--- src/rtl/stack_ctrl_if.sv ---
// rtl/stack_ctrl_if.sv - request and data-memory port bundle for the return-address stack controller
// Optional max_depth signal present only when STACK_HIGH_WATER_EN is defined.
interface stack_ctrl_if #(
    parameter int AW = 9
);
    logic          push_req;
    logic          pop_req;
    logic [15:0]   push_data;
    logic          clear_err;
    logic          busy;
    logic          pop_valid;
    logic [15:0]   pop_data;
    logic [AW-1:0] depth;
    logic          overflow;
    logic          underflow;
`ifdef STACK_HIGH_WATER_EN
    logic [AW-1:0] max_depth;
`endif
    logic          mem_busy;
    logic [15:0]   pc_read_data;
    logic [AW-1:0] sp_address;
    logic [15:0]   pc_data;
    logic          signal_pc_data_write;

    // slave: the stack controller; master: control unit plus data memory side
    modport slave (
        input  push_req, pop_req, push_data, clear_err, mem_busy, pc_read_data,
        output busy, pop_valid, pop_data, depth, overflow, underflow,
               sp_address, pc_data, signal_pc_data_write
`ifdef STACK_HIGH_WATER_EN
        , output max_depth
`endif
    );

    modport master (
        output push_req, pop_req, push_data, clear_err, mem_busy, pc_read_data,
        input  busy, pop_valid, pop_data, depth, overflow, underflow,
               sp_address, pc_data, signal_pc_data_write
`ifdef STACK_HIGH_WATER_EN
        , input max_depth
`endif
    );
endinterface

--- src/rtl/stack_ctrl.sv ---
// rtl/stack_ctrl.sv - return-address stack controller driving the data memory PC/SP port
// Optional high-water tracking (max_depth) enabled by defining STACK_HIGH_WATER_EN.
module stack_ctrl #(
    parameter int SP_TOP  = 399,
    parameter int SP_BASE = 336,
    parameter int AW      = 9
) (
    input  logic         clk,
    input  logic         rst,
    stack_ctrl_if.slave  bus
);
    localparam logic [AW-1:0] TOP_ADDR = AW'(SP_TOP);
    localparam logic [AW-1:0] FULL     = AW'(SP_TOP - SP_BASE + 1);
    localparam logic [AW-1:0] ONE      = AW'(1);

    typedef enum logic [1:0] {
        IDLE,
        PUSH_WR,
        POP_RD,
        POP_CAP
    } state_t;

    state_t        state;
    logic [AW-1:0] sp;
    logic [AW-1:0] depth_q;
    logic [AW-1:0] addr_q;
    logic [15:0]   wdata_q;
    logic          wr_q;
    logic          busy_q;
    logic          pop_valid_q;
    logic [15:0]   pop_data_q;
    logic          overflow_q;
    logic          underflow_q;

    // sp is the next free slot; the top entry therefore lives at sp+1
    always_ff @(posedge clk or posedge rst) begin
        if (rst) begin
            state       <= IDLE;
            sp          <= TOP_ADDR;
            depth_q     <= '0;
            addr_q      <= TOP_ADDR;
            wdata_q     <= '0;
            wr_q        <= 1'b0;
            busy_q      <= 1'b0;
            pop_valid_q <= 1'b0;
            pop_data_q  <= '0;
            overflow_q  <= 1'b0;
            underflow_q <= 1'b0;
        end else begin
            pop_valid_q <= 1'b0;
            // A clear here is overridden by any error raised below on the same edge
            if (bus.clear_err) begin
                overflow_q  <= 1'b0;
                underflow_q <= 1'b0;
            end
            case (state)
                IDLE: begin
                    if (bus.push_req) begin
                        if (depth_q == FULL) begin
                            overflow_q <= 1'b1;
                        end else begin
                            wdata_q <= bus.push_data;
                            addr_q  <= sp;
                            wr_q    <= 1'b1;
                            busy_q  <= 1'b1;
                            state   <= PUSH_WR;
                        end
                    end else if (bus.pop_req) begin
                        if (depth_q == '0) begin
                            underflow_q <= 1'b1;
                        end else begin
                            addr_q <= sp + ONE;
                            busy_q <= 1'b1;
                            state  <= POP_RD;
                        end
                    end
                end
                PUSH_WR: begin
                    // Higher-priority memory writers stall us with the strobe held
                    if (!bus.mem_busy) begin
                        wr_q    <= 1'b0;
                        sp      <= sp - ONE;
                        depth_q <= depth_q + ONE;
                        busy_q  <= 1'b0;
                        state   <= IDLE;
                    end
                end
                POP_RD: begin
                    state <= POP_CAP;
                end
                POP_CAP: begin
                    pop_data_q  <= bus.pc_read_data;
                    pop_valid_q <= 1'b1;
                    sp          <= sp + ONE;
                    depth_q     <= depth_q - ONE;
                    busy_q      <= 1'b0;
                    state       <= IDLE;
                end
                default: begin
                    state <= IDLE;
                end
            endcase
        end
    end

`ifdef STACK_HIGH_WATER_EN
    logic          push_commit;
    logic          pop_commit;
    logic [AW-1:0] depth_next;
    logic [AW-1:0] max_depth_q;

    always_comb begin
        push_commit = (state == PUSH_WR) && !bus.mem_busy;
        pop_commit  = (state == POP_CAP);
        depth_next  = depth_q;
        if (push_commit) begin
            depth_next = depth_q + ONE;
        end else if (pop_commit) begin
            depth_next = depth_q - ONE;
        end
    end

    always_ff @(posedge clk or posedge rst) begin
        if (rst) begin
            max_depth_q <= '0;
        end else if (bus.clear_err) begin
            max_depth_q <= depth_next;
        end else if (push_commit && (depth_next > max_depth_q)) begin
            max_depth_q <= depth_next;
        end
    end

    assign bus.max_depth = max_depth_q;
`endif

    assign bus.sp_address           = addr_q;
    assign bus.pc_data              = wdata_q;
    assign bus.signal_pc_data_write = wr_q;
    assign bus.busy                 = busy_q;
    assign bus.pop_valid            = pop_valid_q;
    assign bus.pop_data             = pop_data_q;
    assign bus.depth                = depth_q;
    assign bus.overflow             = overflow_q;
    assign bus.underflow            = underflow_q;
endmodule

--- src/flat_wrapper.sv ---
// flat-port wrapper written by rule: the top's interface ports become plain ports
module stack_ctrl_flat 
#(
    parameter int SP_TOP  = 399,
    parameter int SP_BASE = 336,
    parameter int AW      = 9
)
  (clk, rst, bus_push_req, bus_pop_req, bus_push_data, bus_clear_err, bus_mem_busy, bus_pc_read_data, bus_busy, bus_pop_valid, bus_pop_data, bus_depth, bus_overflow, bus_underflow, bus_sp_address, bus_pc_data, bus_signal_pc_data_write);
  stack_ctrl_if #(.AW(AW)) bus_i ();
  input  logic clk;
  input  logic rst;
  input wire logic [$bits(bus_i.push_req)-1:0] bus_push_req;
  input wire logic [$bits(bus_i.pop_req)-1:0] bus_pop_req;
  input wire logic [$bits(bus_i.push_data)-1:0] bus_push_data;
  input wire logic [$bits(bus_i.clear_err)-1:0] bus_clear_err;
  input wire logic [$bits(bus_i.mem_busy)-1:0] bus_mem_busy;
  input wire logic [$bits(bus_i.pc_read_data)-1:0] bus_pc_read_data;
  output wire logic [$bits(bus_i.busy)-1:0] bus_busy;
  output wire logic [$bits(bus_i.pop_valid)-1:0] bus_pop_valid;
  output wire logic [$bits(bus_i.pop_data)-1:0] bus_pop_data;
  output wire logic [$bits(bus_i.depth)-1:0] bus_depth;
  output wire logic [$bits(bus_i.overflow)-1:0] bus_overflow;
  output wire logic [$bits(bus_i.underflow)-1:0] bus_underflow;
  output wire logic [$bits(bus_i.sp_address)-1:0] bus_sp_address;
  output wire logic [$bits(bus_i.pc_data)-1:0] bus_pc_data;
  output wire logic [$bits(bus_i.signal_pc_data_write)-1:0] bus_signal_pc_data_write;
  assign bus_i.push_req = bus_push_req;
  assign bus_i.pop_req = bus_pop_req;
  assign bus_i.push_data = bus_push_data;
  assign bus_i.clear_err = bus_clear_err;
  assign bus_i.mem_busy = bus_mem_busy;
  assign bus_i.pc_read_data = bus_pc_read_data;
  assign bus_busy = bus_i.busy;
  assign bus_pop_valid = bus_i.pop_valid;
  assign bus_pop_data = bus_i.pop_data;
  assign bus_depth = bus_i.depth;
  assign bus_overflow = bus_i.overflow;
  assign bus_underflow = bus_i.underflow;
  assign bus_sp_address = bus_i.sp_address;
  assign bus_pc_data = bus_i.pc_data;
  assign bus_signal_pc_data_write = bus_i.signal_pc_data_write;
  stack_ctrl #(.SP_TOP(SP_TOP), .SP_BASE(SP_BASE), .AW(AW)) u_core (.clk(clk), .rst(rst), .bus(bus_i));
endmodule
--- config.mk ---
export PLATFORM = sky130hd
export DESIGN_NAME = stack_ctrl_flat
export DESIGN_NICKNAME = d
export VERILOG_FILES = /design/src/rtl/stack_ctrl_if.sv /design/src/rtl/stack_ctrl.sv /design/src/flat_wrapper.sv
export SDC_FILE = /design/constraint.sdc
export NUM_CORES = 1
export LEC_CHECK = 0
export BUFFER_PORTS_ARGS = -buffer_cell sky130_fd_sc_hd__buf_4
export CAP_MARGIN = 40
export CORE_MARGIN = 2
export CORE_UTILIZATION = 46
export CTS_CLUSTER_DIAMETER = 150
export DETAILED_ROUTE_END_ITERATION = 8
export PLACE_DENSITY = 0.76
export SLEW_MARGIN = 30
export SYNTH_ARGS = -nofsm -noshare
export SYNTH_HDL_FRONTEND = slang
export SYNTH_SLANG_ARGS = --single-unit
--- constraint.sdc ---
create_clock -name clk -period 2.25 [get_ports clk]
set_input_delay 0.3375 -clock clk [delete_from_list [all_inputs] [get_ports clk]]
set_output_delay 0.3375 -clock clk [all_outputs]
set_load 0.005 [all_outputs]
==> results of run 1 <==
## power breakdown
group | internal [uW] | leakage (uW) | switching [uW] | total, uW
Combinational | 1570 | 0.00104 | 1020 | 2600
Clock | 655 | 0.000112 | 460 | 1110
Sequential | 1850 | 0.000772 | 429 | 2280
Total | 4080 | 0.00192 | 1910 | 5990
## worst register-to-register path, stage by stage (launching register included)
cell and delay [ns]:
dfrtp_1 0.38, or4_1 0.53, o311a_1 0.36, a31o_2 0.35, mux2_4 0.34
## layer usage
metal,share of wire (%),GRT usage [%]
met5,0,0
met4,1.1,5.628
met3,6.3,5.582
met2,49,30.68
met1,43,23.38
## Yosys cell counts (all sizes together), types with 8 or more instances
cell type,instances,area (um2)
nor3,8,40.04
xor2,12,105.1
nand3,9,45.04
mux2,43,518.0
inv,9,33.78
a21oi,8,40.04
nand2,15,56.30
xnor2,14,122.6
nor2,9,33.78
dfrtp,54,1351
clkbuf,10,37.54
dfstp,12,315.3
## state kept, by name, indices dropped and copies added, names as in the netlist
name and cells:
u_core.bus.pc_data 16, u_core.bus.pop_data 16, u_core.bus.depth 9, u_core.bus.sp_address 9, u_core.sp 9, u_core.state 2
u_core.bus.busy 1, u_core.bus.overflow 1, u_core.bus.pop_valid 1, u_core.bus.signal_pc_data_write 1, u_core.bus.underflow 1
## final cells by class
class                           instances  share of cell area [%]
Timing Repair Buffer                  108                   19.89
Multi-Input combinational cell        162                   31.20
Tap cell                               77                   2.328
Clock inverter                          6                   2.177
Clock buffer                           10                   3.325
Sequential cell                        66                   40.27
Inverter                                9                  0.8162
## per-stage QoR
stage	utilization (%)	cell area, um2	instances
after floorplan	-	3068	251
after global placement	61.25	3911	422
after detailed placement	61.25	3911	422
after CTS	64.81	4139	438
after global routing	64.81	4139	438
final	64.81	4139	438
## cells by family after synthesis
family	count (synthesis)	share of synthesized area (%)
muxes	43	16.93
AOI/OAI and AO/OA	23	4.702
and+or+nand+nor	67	11.69
adders and majority gates	3	1.227
xor gates and xnor gates	26	7.441
buffers and inverters	23	3.557
DFF	66	54.46
## final timing paths
| check | to | slack [ns] | startpoint | cells past startpoint |
|---|---|---|---|---|
| min in group clk | u_core.bus.underflow | 0.18 | bus_clear_err | 2 |
| setup / recovery | u_core.bus.sp_address[6] | 0.17 | u_core.bus.depth[2] | 4 |
| setup reg to reg | u_core.bus.sp_address[6] | 0.17 | u_core.bus.depth[2] | 4 |
| hold / removal | u_core.bus.pc_data[4] | 0.06 | rst | 3 |
| hold reg to reg | u_core.bus.busy | 0.48 | u_core.bus.busy | 1 |
| max in group asynchronous | u_core.sp[1] | 1.86 | rst | 3 |
==> results.toml, run 1 <==
[status]
outcome = "complete, no violations"

[place]
place_ws_ns = 0.07535
hpwl_um = 4480
numPortBuffers = 92
finalWeightedCongestion = 0.8300

[logic_synthesis]
synth_edf_count = 0
yosys.cell_types.count = 38
synth_nets = 292
yosysWarnings = 0
synth_ff_type = "dfrtp_1"
ys_seq_elements = 66
netlist_instances = 251
syn_avg_cell_area_um2 = 12.19
synth_area_um2 = 3060
synthArstFlopShare_pct = 100.0
ys_seq_area_share_pct = 54.46

[route]
ant_nets = 0
firstDrtPassIters = 4
drc_errors = 0
post_drt_wl_per_cell_um = 14.40
via_per_inst = 5.189
drt_iter0_markers = 60
finalWirelength_um = 6306
vias = 2273

[cells_and_area]
regArea_um2 = 1667
nFillCells = 518
drive_gt1_share_pct = 50.97
multi_input_area_um2 = 1291
final_common_cell = "buf_4"
area_growth_syn_to_layout_pct = 35.24
layout_common_cells = "107 x buf_4, 54 x dfrtp_1, 34 x mux2_2"
diodes = 0
final_nets = 397

[timing]
holdWs_ns = 0.06230
report.final.slew_viol_count = 0
fin_worst_skew_ns = 0.006618
tns_ns = 0
min_period_over_period_pct = 92.51
fin_crit_ns = 2.082
grt_setup_unrepaired = "false"
fin_ws_ns = 0.1684
setup_violations = 0
finalHoldViolCount = 0
worst_pin_slew_ns = 0.4176
slew_headroom_pct = 71.76
fmax_mhz = 480.4

[cts]
cts_resized = 0
cts_hold_buf = 0
cts_tree = "done"
cts_inserted_buffers = 9
clkLatencyLatePin_ns = 0.34
root_buffer = "clkbuf_8"
cts_setup_buffers = 0
htreeDepth = 3
cts_buffer_depth = 2
cts.sinks = 66
path_clk_slew_ns = 0.07

[worst_setup_path]
crit_family = "compound AO/OA/AOI/OAI gates"
path_class = "reg -> reg"
cp_max_fo = 10
end_kind = "flop"
critPathArrivalTime_ns = 2.31
required_ns = 2.47
worstPathCellList = "or4_1 -> o311a_1 -> a31o_2 -> mux2_4"
cp_num_buf_inv = 0
slowest_delay_ns = 0.53
cp-start-kind = "flop"
slowest_stage = "or4_1"

[global_routing]
grt_pass1_vias = 2298
grt_pass1_wl_um = 10650
overflow = 0
antenna_found_initial = 0
grt.total_usage_pct = 18.46
grt_max_degree = 67

[power]
power_uw = 5992
irDropWorstVdd_mv = 0.8445
p_leak_uw = 0.001924
p_per_area_nw_per_um2 = 1448

[die]
dieWidth_um = 85.57
die-area_um2 = 7321
start_util_pct = 47.92
die_y_um = 85.57
core_area_um2 = 6386
io_pins = 93
num_rows = 29

[hold_path]
hold_class = "in -> async"

[flow_run]
max_cap_viol_count = 0
(Power assumes the default switching activity.)
==> inputs of run 2 (changes only) <==
- CORE_UTILIZATION: 46 -> 48
- CTS_BUF_LIST: default -> sky130_fd_sc_hd__clkbuf_4 sky130_fd_sc_hd__clkbuf_8
- GPL_ROUTABILITY_DRIVEN: default -> 0
- PLACE_DENSITY: 0.76 -> 0.78
- SETUP_SLACK_MARGIN: default -> 0.3
==> run 2 against run 1 <==
  * Sequential cell count did not move
  * Maximum frequency rose by 6.1%
  * Global-route usage rose by 0.93 points
  * Hold slack improved by 0.028 ns
  * Worst setup slack improved by 0.12 ns
  * Critical endpoint unchanged
==> results.toml, run 2 (synthesis gave the netlist of run 1 again) <==
[die]
io_pins = 93
num_rows = 29
die_y_um = 83.85
dieWidth_um = 83.85
die-area_um2 = 7031
start_util_pct = 49.04
core_area_um2 = 6241

[cts]
root_buffer = "clkbuf_8"
clkLatencyLatePin_ns = 0.34
cts.sinks = 66
cts_inserted_buffers = 9
cts_buffer_depth = 2
path_clk_slew_ns = 0.07
cts_hold_buf = 0
cts_tree = "done"
htreeDepth = 3

[timing]
report.final.slew_viol_count = 0
fin_crit_ns = 1.962
fin_ws_ns = 0.2876
fmax_mhz = 509.6
holdWs_ns = 0.09048
min_period_over_period_pct = 87.22
tns_ns = 0
worst_pin_slew_ns = 0.4197
setup_violations = 0
fin_worst_skew_ns = 0.008594
grt_setup_unrepaired = "true"
finalHoldViolCount = 0
slew_headroom_pct = 71.96

[cells_and_area]
final_nets = 400
area_growth_syn_to_layout_pct = 36.88
stdcell_count = 441
multi_input_area_um2 = 1363
layout_common_cells = "109 x buf_4, 52 x dfrtp_1, 34 x mux2_2"
diodes = 0
final_common_cell = "buf_4"
nFillCells = 482
final_core_util_pct = 67.12
regArea_um2 = 1669
drive_gt1_share_pct = 53.85

[route]
finalWirelength_um = 6404
vias = 2308
firstDrtPassIters = 4
drt_iter0_markers = 116
via_per_inst = 5.234
post_drt_wl_per_cell_um = 14.52
drc_errors = 0
ant_nets = 0

[global_routing]
overflow = 0
grt_max_degree = 67
antenna_found_initial = 0
grt_pass1_wl_um = 10760
grt_pass1_vias = 2342
grt.total_usage_pct = 19.39

[worst_setup_path]
critPathArrivalTime_ns = 2.19
end_kind = "flop"
cp-start-kind = "flop"
required_ns = 2.48
path_class = "reg -> reg"
cp_max_fo = 5

[hold_path]
hold_class = "in -> async"

[power]
p_per_area_nw_per_um2 = 1409
irDropWorstVdd_mv = 0.8282
p_leak_uw = 0.001930

[status]
outcome = "complete, no violations"

[place]
placedCellCount = 420
hpwl_um = 4344
numPortBuffers = 92
place_ws_ns = 0.06076

[flow_run]
max_cap_viol_count = 0
==> run 2: worst paths after layout <==
path	from	endpoint	slack [ns]	cells past startpoint
min in group clk	bus_clear_err	u_core.bus.underflow	0.19	2
hold / removal	rst	u_core.bus.pc_data[9]	0.09	3
hold reg to reg	u_core.bus.busy	u_core.bus.busy	0.50	1
setup reg to reg	u_core.bus.depth[2]	u_core.bus.sp_address[6]	0.29	4
max in group asynchronous	rst	u_core.sp[1]	1.84	3
setup / recovery	u_core.bus.depth[2]	u_core.bus.sp_address[6]	0.29	4
==> run 2: power by group <==
| part | switching [uW] | internal [uW] | leakage, uW |
|---|---|---|---|
| sequential | 431 | 1860 | 0.000769 |
| combinational | 1070 | 1640 | 0.00106 |
| clock | 440 | 470 | 0.0000958 |
==> run 2: area by class of cell <==
cell class	instances	share of cell area, %
clock inverter	4	0.6272
multi-input combinational	163	32.53
timing repair buffer	110	20.01
clock buffer	12	3.793
sequential	66	39.84
tap	77	2.300
inverter	9	0.8961
==> run 2: worst max-delay path: stages, from the launching register on <==
cell and delay (ns):
dfrtp_1 0.38, or4_4 0.53, o311a_4 0.39, a31o_4 0.26, mux2_4 0.30
==> run 2: metrics by stage <==
stage / power (uW) / area [um2]
2_1_floorplan: 3762 / 3090
3_3_place_gp: 4835 / 3911
3_5_place_dp: 4919 / 3911
4_1_cts: 5932 / 4151
5_1_grt: 6336 / 4189
6_report: 5902 / 4189
==> run 2: per-layer routing <==
layer	routed length [um]	global-route usage, %
met5	0	0
met4	87	6.598
met3	392	6.429
met2	3140	31.56
met1	2784	24.40
==> run 2: what timing repair did <==
item,4_1_cts,5_1_grt
hold endpoints to repair,0,0
gates cloned,1,0
buffers inserted,2,2
pin swaps,3,2
setup endpoints to repair,12,28
gates resized for setup,6,5
